$ cat config.mk
export PLATFORM = sky130hd
export DESIGN_NAME = rob_param
export DESIGN_NICKNAME = d
export VERILOG_FILES = /design/src/rtl/rob_param.sv
export SDC_FILE = /design/constraint.sdc
export NUM_CORES = 2
export LEC_CHECK = 0
export BUFFER_PORTS_ARGS = -buffer_cell sky130_fd_sc_hd__buf_4
export CAP_MARGIN = 10
export CORE_MARGIN = 5
export CORE_UTILIZATION = 33
export DETAILED_ROUTE_END_ITERATION = 10
export HOLD_SLACK_MARGIN = 0.03
export PLACE_DENSITY = 0.56
export SLEW_MARGIN = 0
export SYNTH_ARGS = -nofsm -noshare
export SYNTH_HDL_FRONTEND = slang
export SYNTH_SLANG_ARGS = --single-unit
$ cat constraint.sdc
create_clock -name clk_in -period 8.2 [get_ports clk_in]
set_clock_uncertainty 0.2 [all_clocks]
set_input_delay 1.23 -clock clk_in [delete_from_list [all_inputs] [get_ports clk_in]]
set_output_delay 1.23 -clock clk_in [all_outputs]
set_load 0.01 [all_outputs]
$ cat src/rtl/rob_param.sv
// rob_param -- parametrised reorder buffer.
//
// Instructions are allocated in order at the tail and complete out of order
// through three writeback ports: ALU result, LSB load result, and store-address
// ready. They retire in order from the head, one per cycle, through registered
// commit outputs. Branch mispredicts are detected inside the buffer: retiring an
// entry whose ALU next_pc differs from its predicted PC also pulses rollback and
// empties the whole buffer. A retired store holds further commits until the
// memory controller answers with store_done.
//
// Handshake semantics: an issue is accepted on a clock edge where issue_valid,
// rdy_in and !full are all high, and it is silently dropped otherwise; each
// writeback valid is a single-cycle strobe with no back-pressure; store_done is a
// single-cycle strobe that releases the held store commit.
//
// Ports
//   clk_in, rst_in (async, active high), rdy_in (low = hold every state bit)
//   issue_*        : allocation request, issue_entry = tag it will receive
//   full/empty/count : occupancy
//   alu_wb_*, lsb_wb_*, st_addr_* : completion strobes addressed by tag
//   store_done     : committed store has been performed
//   commit_*       : one-cycle retire pulse with the retired entry's fields
//   rollback, rollback_pc : one-cycle flush pulse and redirect target
//   head_entry     : oldest live tag
//   dbg_store_wait : a retired store is waiting for store_done
//
// Build option: define ROB_BYPASS_EN to let a writeback addressed to the head
// tag retire that entry on the same edge (one cycle less latency).

module rob_param #(
    parameter int         ENTRY_W  = 4,
    parameter int         DATA_W   = 32,
    parameter int         RD_W     = 5,
    parameter logic [2:0] OP_STORE = 3'd2
) (
    input  logic                clk_in,
    input  logic                rst_in,
    input  logic                rdy_in,
    input  logic                issue_valid,
    input  logic [DATA_W-1:0]   issue_pc,
    input  logic [DATA_W-1:0]   issue_pred_pc,
    input  logic [RD_W-1:0]     issue_rd,
    input  logic [2:0]          issue_op_type,
    output logic [ENTRY_W-1:0]  issue_entry,
    output logic                full,
    output logic                empty,
    output logic [ENTRY_W:0]    count,
    input  logic                alu_wb_valid,
    input  logic [ENTRY_W-1:0]  alu_wb_entry,
    input  logic [DATA_W-1:0]   alu_wb_result,
    input  logic [DATA_W-1:0]   alu_wb_next_pc,
    input  logic                lsb_wb_valid,
    input  logic [ENTRY_W-1:0]  lsb_wb_entry,
    input  logic [DATA_W-1:0]   lsb_wb_result,
    input  logic                st_addr_valid,
    input  logic [ENTRY_W-1:0]  st_addr_entry,
    input  logic                store_done,
    output logic                commit_valid,
    output logic [ENTRY_W-1:0]  commit_entry,
    output logic [RD_W-1:0]     commit_rd,
    output logic [DATA_W-1:0]   commit_result,
    output logic [2:0]          commit_op_type,
    output logic [DATA_W-1:0]   commit_pc,
    output logic                rollback,
    output logic [DATA_W-1:0]   rollback_pc,
    output logic [ENTRY_W-1:0]  head_entry,
    output logic                dbg_store_wait
);

    localparam int DEPTH = 2 ** ENTRY_W;
    localparam logic [ENTRY_W:0]   DEPTH_CNT = (ENTRY_W + 1)'(DEPTH);
    localparam logic [ENTRY_W:0]   CNT_ONE   = (ENTRY_W + 1)'(1);
    localparam logic [ENTRY_W-1:0] PTR_ONE   = ENTRY_W'(1);

    // Control bits (reset) and payload arrays (no reset; only read when valid).
    logic [DEPTH-1:0]  valid_q;
    logic [DEPTH-1:0]  ready_q;
    logic [DEPTH-1:0]  mispred_q;
    logic [2:0]        op_q      [DEPTH];
    logic [RD_W-1:0]   rd_q      [DEPTH];
    logic [DATA_W-1:0] pc_q      [DEPTH];
    logic [DATA_W-1:0] pred_pc_q [DEPTH];
    logic [DATA_W-1:0] result_q  [DEPTH];
    logic [DATA_W-1:0] next_pc_q [DEPTH];

    logic [ENTRY_W-1:0] head_q;
    logic [ENTRY_W-1:0] tail_q;
    logic [ENTRY_W:0]   count_q;
    logic               store_wait_q;

    logic               issue_fire;
    logic               commit_fire;
    logic               head_rdy;
    logic               head_mispred;
    logic [DATA_W-1:0]  head_result;
    logic [DATA_W-1:0]  head_next_pc;

    assign full           = (count_q == DEPTH_CNT);
    assign empty          = (count_q == '0);
    assign count          = count_q;
    assign issue_entry    = tail_q;
    assign head_entry     = head_q;
    assign dbg_store_wait = store_wait_q;
    assign issue_fire     = rdy_in && issue_valid && !full;

    // Head view used by the commit decision. With bypass, a writeback aimed at a
    // not-yet-ready head is forwarded; LSB wins the result, ALU supplies mispred.
    always_comb begin
        head_rdy     = ready_q[head_q];
        head_result  = result_q[head_q];
        head_mispred = mispred_q[head_q];
        head_next_pc = next_pc_q[head_q];
`ifdef ROB_BYPASS_EN
        if (!ready_q[head_q]) begin
            if (alu_wb_valid && (alu_wb_entry == head_q)) begin
                head_rdy     = 1'b1;
                head_result  = alu_wb_result;
                head_next_pc = alu_wb_next_pc;
                head_mispred = (alu_wb_next_pc != pred_pc_q[head_q]);
            end
            if (lsb_wb_valid && (lsb_wb_entry == head_q)) begin
                head_rdy    = 1'b1;
                head_result = lsb_wb_result;
            end
            if (st_addr_valid && (st_addr_entry == head_q)) begin
                head_rdy = 1'b1;
            end
        end
`endif
        // store_done releases a waiting store on the same edge it is seen.
        commit_fire = rdy_in && valid_q[head_q] && head_rdy &&
                      !(store_wait_q && !store_done);
    end

    always_ff @(posedge clk_in or posedge rst_in) begin
        if (rst_in) begin
            valid_q        <= '0;
            ready_q        <= '0;
            mispred_q      <= '0;
            head_q         <= '0;
            tail_q         <= '0;
            count_q        <= '0;
            store_wait_q   <= 1'b0;
            commit_valid   <= 1'b0;
            commit_entry   <= '0;
            commit_rd      <= '0;
            commit_result  <= '0;
            commit_op_type <= '0;
            commit_pc      <= '0;
            rollback       <= 1'b0;
            rollback_pc    <= '0;
        end else begin
            commit_valid <= 1'b0;
            rollback     <= 1'b0;
            if (rdy_in) begin
                if (issue_fire) begin
                    valid_q[tail_q]   <= 1'b1;
                    ready_q[tail_q]   <= 1'b0;
                    mispred_q[tail_q] <= 1'b0;
                    tail_q            <= tail_q + PTR_ONE;
                end
                if (alu_wb_valid && valid_q[alu_wb_entry]) begin
                    ready_q[alu_wb_entry]   <= 1'b1;
                    mispred_q[alu_wb_entry] <= (alu_wb_next_pc != pred_pc_q[alu_wb_entry]);
                end
                if (lsb_wb_valid && valid_q[lsb_wb_entry]) begin
                    ready_q[lsb_wb_entry] <= 1'b1;
                end
                if (st_addr_valid && valid_q[st_addr_entry]) begin
                    ready_q[st_addr_entry] <= 1'b1;
                end

                case ({issue_fire, commit_fire})
                    2'b10:   count_q <= count_q + CNT_ONE;
                    2'b01:   count_q <= count_q - CNT_ONE;
                    default: count_q <= count_q;
                endcase

                if (store_done) begin
                    store_wait_q <= 1'b0;
                end

                if (commit_fire) begin
                    commit_valid    <= 1'b1;
                    commit_entry    <= head_q;
                    commit_rd       <= rd_q[head_q];
                    commit_result   <= head_result;
                    commit_op_type  <= op_q[head_q];
                    commit_pc       <= pc_q[head_q];
                    valid_q[head_q] <= 1'b0;
                    head_q          <= head_q + PTR_ONE;
                    // A store_done seen while nothing was waiting belongs to
                    // this store, so it never starts waiting.
                    if ((op_q[head_q] == OP_STORE) && !(store_done && !store_wait_q)) begin
                        store_wait_q <= 1'b1;
                    end
                    // Mispredicted retire: flush everything, including any
                    // issue accepted on this same edge.
                    if (head_mispred) begin
                        rollback    <= 1'b1;
                        rollback_pc <= head_next_pc;
                        valid_q     <= '0;
                        ready_q     <= '0;
                        mispred_q   <= '0;
                        head_q      <= '0;
                        tail_q      <= '0;
                        count_q     <= '0;
                    end
                end
            end
        end
    end

    // Payload storage. Stale writes into flushed or freed slots are harmless
    // because the slot's valid bit gates every later use.
    always_ff @(posedge clk_in) begin
        if (rdy_in) begin
            if (issue_fire) begin
                op_q[tail_q]      <= issue_op_type;
                rd_q[tail_q]      <= issue_rd;
                pc_q[tail_q]      <= issue_pc;
                pred_pc_q[tail_q] <= issue_pred_pc;
            end
            if (alu_wb_valid && valid_q[alu_wb_entry]) begin
                result_q[alu_wb_entry]  <= alu_wb_result;
                next_pc_q[alu_wb_entry] <= alu_wb_next_pc;
            end
            // Written after the ALU so the LSB result wins a same-tag collision.
            if (lsb_wb_valid && valid_q[lsb_wb_entry]) begin
                result_q[lsb_wb_entry] <= lsb_wb_result;
            end
        end
    end

    // Two completion units must never address the same tag in one cycle.
    a_wb_collision: assert property (@(posedge clk_in) disable iff (rst_in)
        !(alu_wb_valid && lsb_wb_valid && (alu_wb_entry == lsb_wb_entry)));

endmodule

==> Implementation_results.wiki <==
{| class="wikitable"
! Metric !! Value
|-
| F_max || 200 MHz
|-
| Maximum number of pins on one net before global-route repair || 157
|-
| Row count || 199
|-
| # Max-Cap Violations || 0
|-
| Number of distinct library cells after synthesis || 65
|-
| Proportion of power drawn by flip-flops and latches || 44.1%
|-
| Dpl hpwl || between 150 and 200 mm
|-
| Maximum root-to-sink buffer count || 4
|-
| Largest fanout on the critical path || 55
|-
| DR vias/cell || 5.27
|-
| Hold buffers post-CTS || 0
|-
| Number of gates resized after CTS || 0
|-
| Effective utilization at floorplan || 33.1%
|-
| Setup-violating endpoint count in the final report || 0
|-
| Worst reg-to-reg setup slack || 3.21 ns
|-
| Clock share of power || 33.6%
|-
| Power per Cell Area || 288 mW/mm^2
|-
| Main flop type after synthesis || edfxtp_1
|-
| Post-route DRC violation count || 0
|-
| Setup repair after global routing missed its margin || false
|-
| Clock sinks || approximately 2,300
|-
| Total wirelength of the detailed-routed design || ~270 mm
|-
| Initial antenna violation count || 76
|-
| Worst Reg-to-Reg Cells || 16
|-
| Routed length per placed instance || 29.2 um
|-
| Count of synthesis-stage warnings from yosys || 0
|-
| TritonCTS Buffers || 249
|-
| TritonCTS clock tree || built
|-
| Result of the run || finished, final reports clean
|-
| # fillers || 26,500
|-
| Internal cell power || 23.5 mW
|-
| Cell leakage power || 36.1 nW
|-
| Post-route insts no fill || 9,218
|-
| Endpoint class of the critical path || flop
|-
| Comb power frac || roughly 22%
|-
| Number of flops mapped to enable cells by yosys || 2,176
|-
| Register clock-pin slew on the reported worst setup and hold paths || roughly 0.070 ns
|-
| Maximum VDD drop || between 0.0002 and 0.00025 V
|-
| Min Clock Period, post-route || around 5.0 ns
|-
| Synthesized net count || a little under 5,000
|-
| Count of H-tree levels built during CTS || 4
|-
| Data required time at the worst endpoint || 8.75 ns
|-
| Worst slew pin tran || around 1.1 ns
|-
| Nets@finish || 5,268
|-
| Ys async rst share || roughly 7.3%
|-
| Start-to-end type of the worst setup path || reg2reg
|-
| Most common cell in the synthesized netlist || edfxtp_1
|-
| Vias in the first global route || 50,600
|-
| Top cells by area in the synthesized netlist || edfxtp_1, mux4_2, mux2_2
|-
| Full die area || 0.305 sq mm
|-
| Layout cell share with drive strength beyond 1 || between 30 and 40%
|-
| Clock tree root driver cell || clkbuf_16
|-
| Violation count after the first detailed-route iteration || 4,251
|-
| Launch point of the worst reg-to-reg path || head_entry[1]
|-
| Post-synthesis register bit count || 2,348
|-
| Leftover overflow at the end of global routing || 0
|-
| Buffers added on ports || 313
|-
| Min-Delay Path Class || in2async
|-
| Post-route clock period utilization || approximately 61%
|-
| Horizontal extent of the die || 553 um
|-
| Total global routing track utilization || 17.2%
|-
| Fin. Hold Viols || 0
|-
| Capture point of the worst reg-to-reg path || count[4]
|-
| Area share of the largest cell type after synthesis || 67.3%
|-
| Area growth from synthesis to layout || 15.4%
|-
| P_sw || 8.72 mW
|-
| Synth top cells by count || edfxtp_1, mux4_2, mux2_2
|-
| Kind of start point of the critical path || flop
|-
| Vias after detailed routing || around 49,000
|-
| Gpl congestion || 0.808
|-
| First drt pass iteration count || 5
|-
| Skew-Pair Late Insertion Delay || 0.92 ns
|-
| Fraction of the yosys area taken by sequential cells || 71.7%
|-
| Chip height || 553 um
|-
| Max-slew violation count || 0
|-
| Mapped Avg Cell Area || 20.6 sq um
|-
| Std-Cell Core Area || 0.294 sq mm
|-
| Top-level I/O count || ~310
|-
| Wire length of the first global-routing pass || 386 mm
|-
| Share of total power consumed by net switching || 27.0%
|-
| Post-Synthesis Cells || 4,725
|-
| Arrival @ worst endpoint || 5.54 ns
|-
| Overall Power || around 32 mW
|-
| Instance count after placement with tap cells included || 8,737
|-
| Buffers inserted by post-CTS timing repair || 0
|-
| Headroom to the max-slew limit || between 20% and 30%
|-
| Accumulated negative setup slack || 0 ns
|-
| Cell taking the most area after synthesis || edfxtp_1
|-
| Netlist area before placement || 0.0971 sq mm
|-
| Post-route ant nets || 0
|}
registers in the layout (all words and copies together) (netlist names):
register	flops
next_pc_q	512
rollback	1
commit_result	32
pred_pc_q	512
issue_entry	4
rollback_pc	32
dbg_store_wait	1
ready_q	16
commit_rd	5
head_entry	4
result_q	512
rd_q	80
commit_valid	1
pc_q	512
commit_entry	4
valid_q	16
commit_pc	32
mispred_q	16
count	5
commit_op_type	3
op_q	48
final cells by class:
cell class / count / area [sq um] / area share [%]
flip-flops and latches: 2348 / 69700 / 62.2
multi-input cells: 2016 / 26300 / 23.4
clock buffers: 343 / 6820 / 6.08
well taps: 3919 / 4900 / 4.37
repair buffers: 423 / 3270 / 2.92
clock inverters: 113 / 978 / 0.873
inverters: 31 / 126 / 0.113
diodes: 25 / 62.6 / 0.0558
power groups by stage:
stage	Combinational, mW	Clock (mW)	Sequential, mW
4_1_cts	7.43	11.1	14.2
3_5_place_dp	7.41	0	14.5
2_1_floorplan	4.80	0	14.4
3_3_place_gp	7.39	0	14.5
6_report	7.21	10.8	14.2
5_1_grt	7.74	11.6	14.3
layout by cell type (no fill, tap or decap), types with 16 or more instances in the layout:
cell type	n
nand2_1	154
nand3_1	41
diode_2	25
clkbuf_16	250
o21ai_0	77
clkbuf_8	22
mux2i_1	80
mux2_2	586
buf_4	414
mux4_2	644
clkinv_1	35
inv_1	21
dfrtp_1	168
nor3_1	35
nor2_4	16
xnor2_1	25
xor2_1	26
clkbuf_1	72
clkinv_2	43
nor2_1	51
a21oi_1	36
nor2b_1	21
edfxtp_1	2176
worst max-delay path, stage by stage, from the launching register on:
cell and delay, ns:
dfrtp_4 0.50, buf_4 0.70, mux4_2 0.60, nor3_1 0.28, nor3_1 0.18, o211ai_1 0.44, inv_1 0.16, ha_1 0.36
xor2_1 0.18, ha_1 0.20, a21oi_1 0.27, nor2b_1 0.08, o21ai_0 0.16, a21oi_1 0.08, o21ai_0 0.19, xor2_1 0.16
nor2_1 0.05
layer usage:
metal  track usage (%)  wire length, um
met5                 0              204
met1              22.8           112000
met4              4.56             7200
met3              3.40            16600
met2              29.1           134000
cells by family after synthesis:
| group | synth area share [%] |
|---|---|
| buffers and inverters | 1.58 |
| flip-flops | 71.7 |
| AND/OR/NAND/NOR | 2.05 |
| adder cells (fa/ha/maj) | 0.142 |
| AO/OA/AOI/OAI | 1.46 |
| XOR/XNOR | 0.460 |
| multiplexers | 22.6 |
worst max-delay path by stage:
stage                    startpoint  slack, ns  cells after the start            end
finish                head_entry[1]       3.21                     16       count[4]
detailed placement  alu_wb_entry[0]       2.38                      8  mispred_q[13]
global placement    alu_wb_entry[0]       2.45                      8  mispred_q[12]
floorplan               issue_valid       0.52                      7     ready_q[0]
global route          head_entry[1]       2.95                     16       count[4]
CTS                   head_entry[1]       3.18                     15       count[4]
stage by stage:
stage / setup WS, ns / utilization (%) / hold slack (ns) / instance area (sq um)
final: 3.21 / 38.2 / 0.182 / 112000
after global routing: 2.95 / 38.2 / 0.189 / 112000
after CTS: 3.18 / 38.2 / 0.143 / 112000
after detailed placement: 2.38 / 35.5 / 0.267 / 104000
after global placement: 2.45 / 35.5 / 0.267 / 104000
after floorplan: 0.523 / - / 0.263 / 97100
Power figures use the tool's default switching activity.
